<file path="config.mk">
export PLATFORM = sky130hd
export DESIGN_NAME = irq_grant7
export DESIGN_NICKNAME = d
export VERILOG_FILES = /design/src/rtl/irq_grant7_pkg.sv /design/src/rtl/decode7.sv /design/src/rtl/irq_grant7.sv
export SDC_FILE = /design/constraint.sdc
export NUM_CORES = 1
export LEC_CHECK = 0
export ABC_CLOCK_PERIOD_IN_PS = 2400
export BUFFER_PORTS_ARGS = -buffer_cell sky130_fd_sc_hd__buf_2
export CAP_MARGIN = 5
export CELL_PAD_IN_SITES_DETAIL_PLACEMENT = 0
export CELL_PAD_IN_SITES_GLOBAL_PLACEMENT = 1
export CORE_MARGIN = 5
export CORE_UTILIZATION = 33
export CTS_CLUSTER_DIAMETER = 40
export DETAILED_ROUTE_END_ITERATION = 7
export PLACE_DENSITY_LB_ADDON = 0.08
export SYNTH_ARGS = -nofsm -noshare
export SYNTH_HDL_FRONTEND = slang
export SYNTH_HIERARCHICAL = 1
export SYNTH_SLANG_ARGS = --single-unit
</file>
<file path="constraint.sdc">
create_clock -name c -period 2.4 [get_ports c]
set_input_delay 0.48 -clock c [delete_from_list [all_inputs] [get_ports c]]
set_output_delay 0.48 -clock c [all_outputs]
set_load 0.005 [all_outputs]
</file>
<file path="src/rtl/irq_grant7_pkg.sv">
// Shared types and constants for the 7-line interrupt grant controller.
// Imported by the decoder and the top-level FSM.
package irq_grant7_pkg;

   localparam int CODE_W    = 3;
   localparam int NUM_LINES = 7;

   typedef enum logic [1:0] {
      IDLE    = 2'd0,
      GRANT   = 2'd1,
      RELEASE = 2'd2
   } state_t;

endpackage

</file>
<file path="src/rtl/decode7.sv">
// 3-to-7 one-hot decoder; code 0 decodes to all-zero, code k sets bit k.
module decode7
   import irq_grant7_pkg::*;
(
   input  logic [CODE_W-1:0]   i_code,
   output logic [NUM_LINES:1]  o_onehot
);

   always_comb begin
      o_onehot = '0;
      for (int k = 1; k <= NUM_LINES; k++) begin
         if (i_code == CODE_W'(k)) o_onehot[k] = 1'b1;
      end
   end

endmodule

</file>
<file path="src/rtl/irq_grant7.sv">
// Single-grant interrupt arbiter: latches a request code, holds a one-hot grant
// until a four-phase acknowledge completes, and aborts with err on timeout.
module irq_grant7
   import irq_grant7_pkg::*;
#(
   parameter int unsigned TIMEOUT = 15
)(
   input  logic                c,
   input  logic                r,
   input  logic [CODE_W-1:0]   y,
   input  logic                e,
   input  logic [NUM_LINES:1]  a,
   output logic [NUM_LINES:1]  g,
   output logic [CODE_W-1:0]   n,
   output logic                busy,
   output logic                err
);

   localparam int              CNT_W     = $clog2(TIMEOUT + 1);
   localparam logic [CNT_W-1:0] TIMEOUT_C = CNT_W'(TIMEOUT);

   state_t              r_state, w_state_nxt;
   logic [CNT_W-1:0]    r_cnt, w_cnt_nxt, w_cnt_inc;
   logic [NUM_LINES:1]  r_g, w_g_nxt;
   logic [NUM_LINES:1]  w_req_onehot, w_svc_onehot;
   logic [CODE_W-1:0]   r_n, w_n_nxt;
   logic                r_busy, r_err, w_err_nxt;
   logic                w_ack;

   decode7 u_dec_req (.i_code(y),   .o_onehot(w_req_onehot));
   decode7 u_dec_svc (.i_code(r_n), .o_onehot(w_svc_onehot));

   // Only the acknowledge of the line being serviced is visible to the FSM.
   assign w_ack     = |(a & w_svc_onehot);
   assign w_cnt_inc = r_cnt + CNT_W'(1);

   always_comb begin
      // NOTE: every signal gets a default first so no path leaves it unassigned (no latches).
      w_state_nxt = r_state;
      w_g_nxt     = r_g;
      w_n_nxt     = r_n;
      w_cnt_nxt   = r_cnt;
      w_err_nxt   = 1'b0;

      unique case (r_state)
         IDLE: begin
            w_g_nxt   = '0;
            w_n_nxt   = '0;
            w_cnt_nxt = '0;
            if (e && (y != '0)) begin
               w_state_nxt = GRANT;
               w_g_nxt     = w_req_onehot;
               w_n_nxt     = y;
            end
         end
         GRANT: begin
            // Acknowledge takes precedence over a coincident timeout.
            if (w_ack) begin
               w_state_nxt = RELEASE;
               w_g_nxt     = '0;
            end else if (w_cnt_inc == TIMEOUT_C) begin
               w_state_nxt = IDLE;
               w_g_nxt     = '0;
               w_n_nxt     = '0;
               w_err_nxt   = 1'b1;
            end else begin
               w_cnt_nxt = w_cnt_inc;
            end
         end
         RELEASE: begin
            if (!w_ack) begin
               w_state_nxt = IDLE;
               w_n_nxt     = '0;
            end
         end
         default: begin
            w_state_nxt = IDLE;
            w_g_nxt     = '0;
            w_n_nxt     = '0;
         end
      endcase
   end

   // NOTE: sequential state uses non-blocking assignments so all flops update together.
   always_ff @(posedge c or posedge r) begin
      if (r) begin
         r_state <= IDLE;
         r_cnt   <= '0;
         r_g     <= '0;
         r_n     <= '0;
         r_busy  <= 1'b0;
         r_err   <= 1'b0;
      end else begin
         r_state <= w_state_nxt;
         r_cnt   <= w_cnt_nxt;
         r_g     <= w_g_nxt;
         r_n     <= w_n_nxt;
         r_busy  <= (w_state_nxt != IDLE);
         r_err   <= w_err_nxt;
      end
   end

   assign g    = r_g;
   assign n    = r_n;
   assign busy = r_busy;
   assign err  = r_err;

endmodule

</file>
==> results by group <==
Setup path
  • CP required: 2.57 ns
  • Worst setup SP type: flip-flop
  • Slowest cell on the critical path: dfrtp_1
  • WS Path Type: flip-flop to flip-flop
  • Worst path arrival time: 2.28 ns
  • Critical Path End Type: flip-flop
  • CP max stage delay: 0.48 ns
  • RR Startpoint: n[2]
  • Worst reg-to-reg path cell count: 5
  • R2r endpoint: r_cnt[0]
  • Critical-path cell list: and3b_2, a222oi_1, nand3_1, o311ai_0, o211ai_1
  • FF-to-FF setup slack: 0.29 ns
  • CP max FO: 9
  • Largest delay share family, worst path: compound AO/OA/AOI/OAI gates
  • Buffers & Inverters on Critical Path: 0

CTS
  • PostCTS Resize Cnt: 0
  • Clk Latency, worst-skew pair: 0.30 ns
  • Root buffer cell: clkbuf_4
  • Max H-tree Level: 1
  • Max Root-Sink Buffers: 2
  • Post-CTS Hold Fix Bufs: 0
  • CTS buffer count: 3
  • Clk slew on worst S/H paths: 0.11 ns
  • # clock sinks: 18
  • Post-CTS Repair Setup Buffers: 0
  • CTS tree: built

Route
  • DRC: 0
  • 1st-iter DRT viols: 63
  • Final WL: 2.416 mm
  • DR pass1 iterations: 4
  • Final ANT Viol Nets: 0
  • Via count: 824
  • DR WL/cell: 14.82 um
  • Vias/cell: 5.055

Synth
  • Simple-gate share of the synthesized area: 28.03%
  • Adder-cell share of the synthesized area: 2.427%
  • Syn_area_per_cell: 10.97 um2
  • Mapped Area: 0.001031 mm2
  • Main combinational cell family by area after synthesis: simple AND/OR/NAND/NOR gates
  • Ys async rst share: 100.0%
  • XOR/XNOR share of the synthesized area: 0.8495%
  • Synth Instances: 94
  • Yosys reg bits: 18
  • Sequential share of the synthesized area: 43.69%
  • Synth Flop Type: dfrtp_1
  • Post-synth EDFFs: 0
  • Total number of yosys warnings: 6
  • Compound-cell area share of the yosys netlist: 22.57%
  • Syn Nets: 109
  • Mux cell area share after synthesis: 0%
  • Post-synth cell types: 36

Finish
  • Most frequent cells in the layout: buf_2 (24), dfrtp_1 (18), a22o_1 (10)
  • Ant diodes: 0
  • Fraction of layout cells with a size suffix above 1: 35.29%
  • Area occupied by multi-input gates: 555.5 um2
  • Area delta synth->final: 19.17%
  • Reg area: 450.4 um2
  • Most common cell after layout, fill and taps aside: buf_2
  • Fillers: 300
  • Nets: 135
  • Design Area, Final: 0.001229 mm2
  • Core Util, Final: 40.58%

Placement
  • Place WS: 0.3112 ns
  • Port Buffers: 24
  • Hpwl dp: 1.767 mm
  • Placed inst area: 0.001192 mm2
  • Final Wtd Congestion: 0.7638

Floorplan
  • Die height: 65.90 um
  • I/O pins: 25
  • CORE AREA: 0.003028 mm2
  • Die width: 65.90 um
  • Initial Util: 34.05%
  • Die area: 0.004342 mm2
  • FP Rows: 20

STA
  • Period utilization: 87.94%
  • Slew HR: 53.22%
  • RSZ-0062 raised after global routing: no
  • Hold Fails Final Rpt: 0
  • Achievable Freq: 473.8 MHz
  • Slew @ Worst Pin: 0.7010 ns
  • Final WS setup: 0.2894 ns
  • Fin crit period: 2.111 ns
  • Final slew viol count: 0
  • Hold slack: 0.2649 ns
  • Setup TNS: 0 ns
  • Setup Skew: 0.006176 ns
  • Setup violations, final: 0

GRT
  • Number of global-route vias before repair: 857
  • Largest net degree at the start of global routing: 19
  • All-Layer GR Usage: 12.10%
  • Total grt overflow: 0
  • Antenna violations before repair: 0
  • First-pass GRT wire length: 4.071 mm

Run status
  • Status: completed

Power
  • Leak: 0.5684 nW
  • P per Cell Area: 879.8 mW/mm2
  • Worst vdd ir: 255.1 uV

Job
  • Reported max-cap violation count: 0

Worst hold path
  • Worst hold path class: primary input to asynchronous set/reset pin
[cells by family after synthesis]
| kind of cell | after synthesis |
|---|---|
| AOI/OAI and AO/OA | 26 |
| xor gates and xnor gates | 1 |
| adders and majority gates | 2 |
| buffers and inverters | 6 |
| DFF | 18 |
| and+or+nand+nor | 41 |
[stage by stage]
stage | std cells | power [W]
floorplan | 94 | 0.0007571
global placement | 159 | 0.0008987
detailed placement | 159 | 0.0009010
CTS | 163 | 0.001100
global route | 163 | 0.001176
finish | 163 | 0.001081
[routing by layer]
layer	vias to the layer above	part of all wire [%]	global-route usage, %
met3	4	5.1	3.061
met2	20	43	17.52
met5	-	0	0
li1	413	-	-
met4	0	1.0	4.922
met1	387	50	16.98
[cell type report]
| type | instances | share of cell area (%) |
|---|---|---|
| clock buffer | 4 | 2.953 |
| inverter | 3 | 0.9165 |
| multi-input combinational | 70 | 45.21 |
| sequential | 18 | 36.66 |
| tap | 44 | 4.481 |
| timing repair buffer | 24 | 9.776 |
[report_power, final]
part | switching (W) | internal (W) | total [W]
Sequential | 0.0000968 | 0.000372 | 0.000468
Combinational | 0.000219 | 0.000201 | 0.000419
Clock | 0.000101 | 0.0000926 | 0.000193
Total | 0.000416 | 0.000665 | 0.00108
[worst max path at each step]
stage / startpoint / endpoint / depth (start not counted)
detailed placement: n[2] / r_cnt[1] / 5
CTS: n[2] / r_cnt[1] / 5
floorplan: n[1] / r_cnt[0] / 5
global placement: n[2] / r_cnt[1] / 5
global route: n[2] / r_cnt[1] / 5
finish: n[2] / r_cnt[0] / 5
[sequential cells by signal, summed over array words and instances, names as in the netlist]
signal and flops:
g 7, r_cnt 4, n 3, r_state 2
busy 1, err 1
[worst reg2reg max path, delay by kind of cell, from the launching register on]
family | cells | cell delay [ns]
AOI/OAI and AO/OA | 3 | 0.99
and+or+nand+nor | 2 | 0.52
DFF | 1 | 0.48
[synthesized netlist by cell type, types with 3 or more instances]
master / count / share of area (%)
dfrtp_1: 18 / 44
nand2_1: 6 / 2.2
nand2b_1: 5 / 3.0
nor3b_1: 7 / 5.1
and3b_2: 6 / 5.8
inv_1: 3 / 1.1
and3_2: 3 / 2.2
nor2_1: 4 / 1.5
a22o_1: 10 / 8.5
No activity file was read; power rests on OpenSTA's default activity.
